--- config.mk ---
export PLATFORM = sky130hd
export DESIGN_NAME = uart_core_param
export DESIGN_NICKNAME = d
export VERILOG_FILES = /design/src/rtl/uart_core_param.sv
export SDC_FILE = /design/constraint.sdc
export NUM_CORES = 1
export LEC_CHECK = 0
export CORE_MARGIN = 2
export CORE_UTILIZATION = 60
export CTS_BUF_LIST = sky130_fd_sc_hd__clkbuf_8
export DETAILED_ROUTE_END_ITERATION = 6
export PLACE_DENSITY_LB_ADDON = 0.25
export SLEW_MARGIN = 0
export SYNTH_ARGS = -nofsm -noshare
export SYNTH_HDL_FRONTEND = slang
export SYNTH_SLANG_ARGS = --single-unit
--- constraint.sdc ---
create_clock -name clk -period 2.5 [get_ports clk]
set_clock_uncertainty 0.1 [all_clocks]
set_input_delay 0.5 -clock clk [delete_from_list [all_inputs] [get_ports clk]]
set_output_delay 0.5 -clock clk [all_outputs]
set_load 0.01 [all_outputs]
--- src/rtl/uart_core_param.sv ---
// uart_core_param: parametrised full-duplex UART engine (one TX, one RX) with false-start
// rejection and break handling. Define UART_RX_MAJORITY_EN for 2-of-3 voting around each RX mid-bit sample.
module uart_core_param #(
    parameter int CLKS_PER_BIT = 16,
    parameter int DATA_BITS    = 8,
    parameter int PARITY_MODE  = 0,
    parameter int STOP_BITS    = 1
) (
    input  logic                 clk,
    input  logic                 rst,
    input  logic                 tx_start,
    input  logic [DATA_BITS-1:0] tx_data,
    output logic                 tx_serial,
    output logic                 tx_active,
    output logic                 tx_done,
    input  logic                 rx_serial,
    output logic [DATA_BITS-1:0] rx_data,
    output logic                 rx_done,
    output logic                 parity_error,
    output logic                 frame_error
);

    localparam int               CNT_W      = $clog2(CLKS_PER_BIT);
    localparam logic [CNT_W-1:0] CNT_ONE    = CNT_W'(1);
    localparam logic [CNT_W-1:0] BIT_LAST   = CNT_W'(CLKS_PER_BIT - 1);
`ifdef UART_RX_MAJORITY_EN
    localparam logic [CNT_W-1:0] HALF_LAST  = CNT_W'(CLKS_PER_BIT / 2);
`else
    localparam logic [CNT_W-1:0] HALF_LAST  = CNT_W'(CLKS_PER_BIT / 2 - 1);
`endif
    localparam logic [3:0]       DATA_LAST  = 4'(DATA_BITS - 1);
    localparam logic [3:0]       STOP_LAST  = 4'(STOP_BITS - 1);
    localparam logic             HAS_PARITY = (PARITY_MODE != 0) ? 1'b1 : 1'b0;
    localparam logic             ODD_PARITY = (PARITY_MODE == 2) ? 1'b1 : 1'b0;

    if (CLKS_PER_BIT < 4 || (CLKS_PER_BIT % 2) != 0) begin : g_chk_cpb
        $error("uart_core_param: CLKS_PER_BIT must be an even number >= 4");
    end
    if (DATA_BITS < 5 || DATA_BITS > 9) begin : g_chk_data
        $error("uart_core_param: DATA_BITS must be in 5..9");
    end
    if (PARITY_MODE < 0 || PARITY_MODE > 2) begin : g_chk_par
        $error("uart_core_param: PARITY_MODE must be 0, 1 or 2");
    end
    if (STOP_BITS < 1 || STOP_BITS > 2) begin : g_chk_stop
        $error("uart_core_param: STOP_BITS must be 1 or 2");
    end
`ifdef UART_RX_MAJORITY_EN
    if (CLKS_PER_BIT < 8) begin : g_chk_major
        $error("uart_core_param: majority sampling needs CLKS_PER_BIT >= 8");
    end
`endif

    typedef enum logic [2:0] {
        TX_IDLE   = 3'd0,
        TX_START  = 3'd1,
        TX_DATA   = 3'd2,
        TX_PARITY = 3'd3,
        TX_STOP   = 3'd4
    } tx_state_t;

    typedef enum logic [2:0] {
        RX_IDLE   = 3'd0,
        RX_START  = 3'd1,
        RX_DATA   = 3'd2,
        RX_PARITY = 3'd3,
        RX_STOP   = 3'd4
    } rx_state_t;

    function automatic logic parity_bit(input logic [DATA_BITS-1:0] word);
        return (^word) ^ ODD_PARITY;
    endfunction

    tx_state_t            tx_state_r;
    logic [CNT_W-1:0]     tx_cnt_r;
    logic [3:0]           tx_idx_r;
    logic [DATA_BITS-1:0] tx_shift_r;
    logic                 tx_par_r;
    logic                 tx_serial_r;
    logic                 tx_active_r;
    logic                 tx_done_r;

    rx_state_t            rx_state_r;
    logic                 rx_meta_r;
    logic                 rx_sync_r;
    logic                 rx_bit_s;
    logic                 rx_armed_r;
    logic [CNT_W-1:0]     rx_cnt_r;
    logic [3:0]           rx_idx_r;
    logic [DATA_BITS-1:0] rx_shift_r;
    logic                 rx_par_r;
    logic                 rx_stop_err_r;
    logic [DATA_BITS-1:0] rx_data_r;
    logic                 rx_done_r;
    logic                 parity_error_r;
    logic                 frame_error_r;

    // TX frame sequencer: state, baud counter, bit index and the registered serial line
    always_ff @(posedge clk or posedge rst) begin
        if (rst) begin
            tx_state_r  <= TX_IDLE;
            tx_cnt_r    <= '0;
            tx_idx_r    <= 4'd0;
            tx_shift_r  <= '0;
            tx_par_r    <= 1'b0;
            tx_serial_r <= 1'b1;
            tx_active_r <= 1'b0;
            tx_done_r   <= 1'b0;
        end else begin
            tx_done_r <= 1'b0;
            case (tx_state_r)
                TX_IDLE: begin
                    if (tx_start) begin
                        tx_state_r  <= TX_START;
                        tx_cnt_r    <= '0;
                        tx_idx_r    <= 4'd0;
                        tx_shift_r  <= tx_data;
                        tx_par_r    <= parity_bit(tx_data);
                        tx_serial_r <= 1'b0;
                        tx_active_r <= 1'b1;
                    end
                end
                TX_START: begin
                    if (tx_cnt_r == BIT_LAST) begin
                        tx_cnt_r    <= '0;
                        tx_state_r  <= TX_DATA;
                        tx_serial_r <= tx_shift_r[0];
                    end else begin
                        tx_cnt_r <= tx_cnt_r + CNT_ONE;
                    end
                end
                TX_DATA: begin
                    if (tx_cnt_r == BIT_LAST) begin
                        tx_cnt_r <= '0;
                        if (tx_idx_r == DATA_LAST) begin
                            tx_idx_r <= 4'd0;
                            if (HAS_PARITY) begin
                                tx_state_r  <= TX_PARITY;
                                tx_serial_r <= tx_par_r;
                            end else begin
                                tx_state_r  <= TX_STOP;
                                tx_serial_r <= 1'b1;
                            end
                        end else begin
                            tx_idx_r    <= tx_idx_r + 4'd1;
                            tx_shift_r  <= {1'b0, tx_shift_r[DATA_BITS-1:1]};
                            tx_serial_r <= tx_shift_r[1];
                        end
                    end else begin
                        tx_cnt_r <= tx_cnt_r + CNT_ONE;
                    end
                end
                TX_PARITY: begin
                    if (tx_cnt_r == BIT_LAST) begin
                        tx_cnt_r    <= '0;
                        tx_state_r  <= TX_STOP;
                        tx_serial_r <= 1'b1;
                    end else begin
                        tx_cnt_r <= tx_cnt_r + CNT_ONE;
                    end
                end
                TX_STOP: begin
                    if (tx_cnt_r == BIT_LAST) begin
                        tx_cnt_r <= '0;
                        if (tx_idx_r == STOP_LAST) begin
                            tx_idx_r    <= 4'd0;
                            tx_state_r  <= TX_IDLE;
                            tx_active_r <= 1'b0;
                            tx_done_r   <= 1'b1;
                        end else begin
                            tx_idx_r <= tx_idx_r + 4'd1;
                        end
                    end else begin
                        tx_cnt_r <= tx_cnt_r + CNT_ONE;
                    end
                end
                default: begin
                    tx_state_r  <= TX_IDLE;
                    tx_serial_r <= 1'b1;
                    tx_active_r <= 1'b0;
                end
            endcase
        end
    end

    // Two-flop synchroniser; resets low so the receiver must observe a real idle-high line to arm
    always_ff @(posedge clk or posedge rst) begin
        if (rst) begin
            rx_meta_r <= 1'b0;
            rx_sync_r <= 1'b0;
        end else begin
            rx_meta_r <= rx_serial;
            rx_sync_r <= rx_meta_r;
        end
    end

`ifdef UART_RX_MAJORITY_EN
    logic [1:0] rx_hist_r;

    function automatic logic majority3(input logic a, input logic b, input logic c);
        return (a & b) | (a & c) | (b & c);
    endfunction

    // Two previous synchronised samples; the vote is taken one cycle after mid-bit
    always_ff @(posedge clk or posedge rst) begin
        if (rst) begin
            rx_hist_r <= 2'b00;
        end else begin
            rx_hist_r <= {rx_hist_r[0], rx_sync_r};
        end
    end

    assign rx_bit_s = majority3(rx_hist_r[1], rx_hist_r[0], rx_sync_r);
`else
    assign rx_bit_s = rx_sync_r;
`endif

    // RX frame sequencer: arming, start re-check, mid-bit sampling and result/flag update
    always_ff @(posedge clk or posedge rst) begin
        if (rst) begin
            rx_state_r     <= RX_IDLE;
            rx_armed_r     <= 1'b0;
            rx_cnt_r       <= '0;
            rx_idx_r       <= 4'd0;
            rx_shift_r     <= '0;
            rx_par_r       <= 1'b0;
            rx_stop_err_r  <= 1'b0;
            rx_data_r      <= '0;
            rx_done_r      <= 1'b0;
            parity_error_r <= 1'b0;
            frame_error_r  <= 1'b0;
        end else begin
            rx_done_r <= 1'b0;
            case (rx_state_r)
                RX_IDLE: begin
                    rx_cnt_r <= '0;
                    if (!rx_armed_r) begin
                        rx_armed_r <= rx_sync_r;
                    end else if (!rx_sync_r) begin
                        rx_state_r <= RX_START;
                    end
                end
                RX_START: begin
                    if (rx_cnt_r == HALF_LAST) begin
                        rx_cnt_r      <= '0;
                        rx_idx_r      <= 4'd0;
                        rx_stop_err_r <= 1'b0;
                        rx_state_r    <= rx_bit_s ? RX_IDLE : RX_DATA;
                    end else begin
                        rx_cnt_r <= rx_cnt_r + CNT_ONE;
                    end
                end
                RX_DATA: begin
                    if (rx_cnt_r == BIT_LAST) begin
                        rx_cnt_r   <= '0;
                        rx_shift_r <= {rx_bit_s, rx_shift_r[DATA_BITS-1:1]};
                        if (rx_idx_r == DATA_LAST) begin
                            rx_idx_r   <= 4'd0;
                            rx_state_r <= HAS_PARITY ? RX_PARITY : RX_STOP;
                        end else begin
                            rx_idx_r <= rx_idx_r + 4'd1;
                        end
                    end else begin
                        rx_cnt_r <= rx_cnt_r + CNT_ONE;
                    end
                end
                RX_PARITY: begin
                    if (rx_cnt_r == BIT_LAST) begin
                        rx_cnt_r   <= '0;
                        rx_par_r   <= rx_bit_s;
                        rx_state_r <= RX_STOP;
                    end else begin
                        rx_cnt_r <= rx_cnt_r + CNT_ONE;
                    end
                end
                RX_STOP: begin
                    if (rx_cnt_r == BIT_LAST) begin
                        rx_cnt_r <= '0;
                        if (rx_idx_r == STOP_LAST) begin
                            // Result is committed even on error; a break lands here as data 0 with frame_error
                            rx_data_r      <= rx_shift_r;
                            parity_error_r <= HAS_PARITY & (rx_par_r ^ parity_bit(rx_shift_r));
                            frame_error_r  <= rx_stop_err_r | ~rx_bit_s;
                            rx_done_r      <= 1'b1;
                            rx_idx_r       <= 4'd0;
                            rx_armed_r     <= 1'b0;
                            rx_state_r     <= RX_IDLE;
                        end else begin
                            rx_stop_err_r <= rx_stop_err_r | ~rx_bit_s;
                            rx_idx_r      <= rx_idx_r + 4'd1;
                        end
                    end else begin
                        rx_cnt_r <= rx_cnt_r + CNT_ONE;
                    end
                end
                default: begin
                    rx_state_r <= RX_IDLE;
                    rx_armed_r <= 1'b0;
                end
            endcase
        end
    end

    assign tx_serial    = tx_serial_r;
    assign tx_active    = tx_active_r;
    assign tx_done      = tx_done_r;
    assign rx_data      = rx_data_r;
    assign rx_done      = rx_done_r;
    assign parity_error = parity_error_r;
    assign frame_error  = frame_error_r;

endmodule

==> metrics.txt <==
status=finished clean; required time of the critical path=2.59 ns; Ant. Diodes=0; cell row count=25; cts bufs inserted=5; clk root buf=clkbuf_8; Total Routing Usage GR=23.0%; CP peak stage delay=0.57 ns; antenna violations before repair=0; CP Capture Type=register; Critical Path AT=around 2.1 ns; register area=1380 sq um; Routability Congestion=just under 0.9; CP startpoint kind=register; Final setup violation count=0; unrepaired setup endpoints after global routing=no; via count=2,232; Mapped Cells=between 200 and 300; Tcrit/Tclk final=81.1%; clock buffer depth=2; Tmin final=2.03 ns; CP Class=reg2reg; Fin Setup TNS=0 ns; number of distinct library cells after synthesis=just under 70; Mean Syn Cell Area=10.0 sq um; Yosys reg bits=between 50 and 60; floorplan core area=4750 sq um; worst hold path class=reg2reg; htree depth=2; number of gates resized after CTS=0; final routed DRC violation total=0; CP max FO=12; total grt overflow=0; Seq/Total Area, Yosys=46.0%; WP buf/inv=0; first-pass GRT wire length=9910 microns; Die H=74.6 microns; Synth top area share=between 40% and 50%; net count after synthesis=around 320; Ports=26; CP max-delay cell=or3b_1; crit-path leading delay family=simple AND/OR/NAND/NOR gates; CP Cell Sequence=or3b_1 -> nor2_2 -> or2_2 -> mux2_1; area added between synthesis and finish=12.6%; EDFF count, synth=0; nets@finish=337; largest net degree at the start of global routing=40; DR WL/cell=between 10 and 15 microns; chip width=74.6 microns; Fmax=0.493 GHz; commonest non-fill, non-tap cell in the layout=dfrtp_1; CTS sink cnt=55; fraction of registers with async set/reset=100%; final hold viol count=0; Pwr Density=895 nW/um^2; Max Slew Vio Count=0; top cells by area, synth=dfrtp_1 (45%), mux2_2 (8.3%), nand2_1 (5.0%); synth warn=0; Post-synth top flop=dfrtp_1; worst vdd ir=496 uV; die area=5570 sq um; final core utilization=between 70% and 80%; multi-input logic area=1470 sq um; Slew @ Worst Pin=about 0.58 ns; most frequent cells in the layout=dfrtp_1 (54), nand2_1 (40), clkdlybuf4s50_1 (24); Via density=5.77; static leakage=1.54 nW; clock-pin slew on the worst setup and hold paths=0.10 ns; Post-CTS Setup Repair Bufs=0; CTS tree=done; Post-Syn Area=2990 sq um; largest area contributor in the netlist=dfrtp_1; First-pass DRT Iterations=4; vias in the first global route=about 2.1k; proportion of layout cells with a drive suffix above 1=between 15 and 20%; Routed WL=around 5700 microns; post-route antenna net violation count=0; number of buffer cells added on primary ports=24; maxcap violations=0; clk_lat worst skew=~0.31 ns; DP HPWL=4100 microns; hold_buf cts=0; Fillers=363; slew margin rel.=61.6%; First DRT Iteration DRCs=184; Initial Util=62.9%
## state kept, by name (all words and copies together), names as in the netlist
signal and flops:
frame_error 1, tx_state_r 3, rx_meta_r 1, rx_idx_r 4, tx_shift_r 8, rx_shift_r 8, tx_done 1, rx_cnt_r 4
tx_serial 1, rx_armed_r 1, rx_state_r 3, tx_active 1, rx_done 1, rx_data 8, rx_bit_s 1, tx_cnt_r 4
tx_idx_r 4, rx_stop_err_r 1
## cell families after synthesis
group | after synthesis | synth area share [%]
compound gates | 68 | 16.3
xor+xnor | 3 | 1.13
fa+ha+maj | 6 | 2.51
buf+inv | 29 | 4.77
flops | 55 | 46.0
mux | 27 | 9.99
other cells | 1 | 0.125
simple gates | 109 | 19.2
## synth_stat cells, drive strengths merged (4+ instances only)
library cell  count
nor3b             5
ha                6
clkbuf            7
mux2             23
o21ai            18
nand2b            6
inv              13
mux2i             4
buf               9
nor2             19
a21oi             9
nor3              5
a31oi             4
nand2            40
dfrtp            54
nand3             7
## path summary, 6_finish.rpt
check	start	end	slack, ns	cells after the start
min in group asynchronous	rst	rx_data[1]$_DFFE_PP0P_	0.39	2
setup / recovery	tx_state_r[1]$_DFFE_PP0P_	tx_idx_r[0]$_DFFE_PP0P_	0.47	4
max in group asynchronous	rst	tx_serial$_DFFE_PP1P_	1.31	3
hold reg to reg	rx_meta_r$_DFF_PP0_	rx_bit_s$_DFF_PP0_	0.27	0
hold / removal	rx_meta_r$_DFF_PP0_	rx_bit_s$_DFF_PP0_	0.27	0
setup reg to reg	tx_state_r[1]$_DFFE_PP0P_	tx_idx_r[0]$_DFFE_PP0P_	0.47	4
## final cells by class
type	count	area share (%)
inverters	13	1.45
repair buffers	30	8.84
clock buffers	5	2.04
multi-input cells	214	43.7
flip-flops and latches	55	40.9
clock inverters	3	0.594
well taps	67	2.49
## stage by stage
step	cell area, sq um	hold WS [ns]	power, mW	instances	setup slack (ns)
2_1_floorplan	2990	0.231	2.28	298	0.559
3_3_place_gp	3280	0.232	2.49	379	0.318
3_5_place_dp	3280	0.251	2.54	379	0.275
4_1_cts	3370	0.270	3.03	387	0.468
5_1_grt	3370	0.275	3.26	387	0.384
6_report	3370	0.269	3.02	387	0.473
## report_power, final
part / internal [mW] / leakage [nW] / switching, mW / total (mW)
registers: 1.11 / 0.708 / 0.269 / 1.38
clock network: 0.198 / 0.0460 / 0.284 / 0.482
logic: 0.540 / 0.786 / 0.613 / 1.15
## per-layer routing
metal / global-route usage (%) / up-vias / share of wire, %
li1: - / 1109 / -
met1: 34.3 / 1064 / 49
met2: 35.3 / 51 / 46
met3: 3.48 / 8 / 3.3
met4: 6.75 / 0 / 1.5
met5: 0 / - / 0
(Power assumes the default switching activity.)
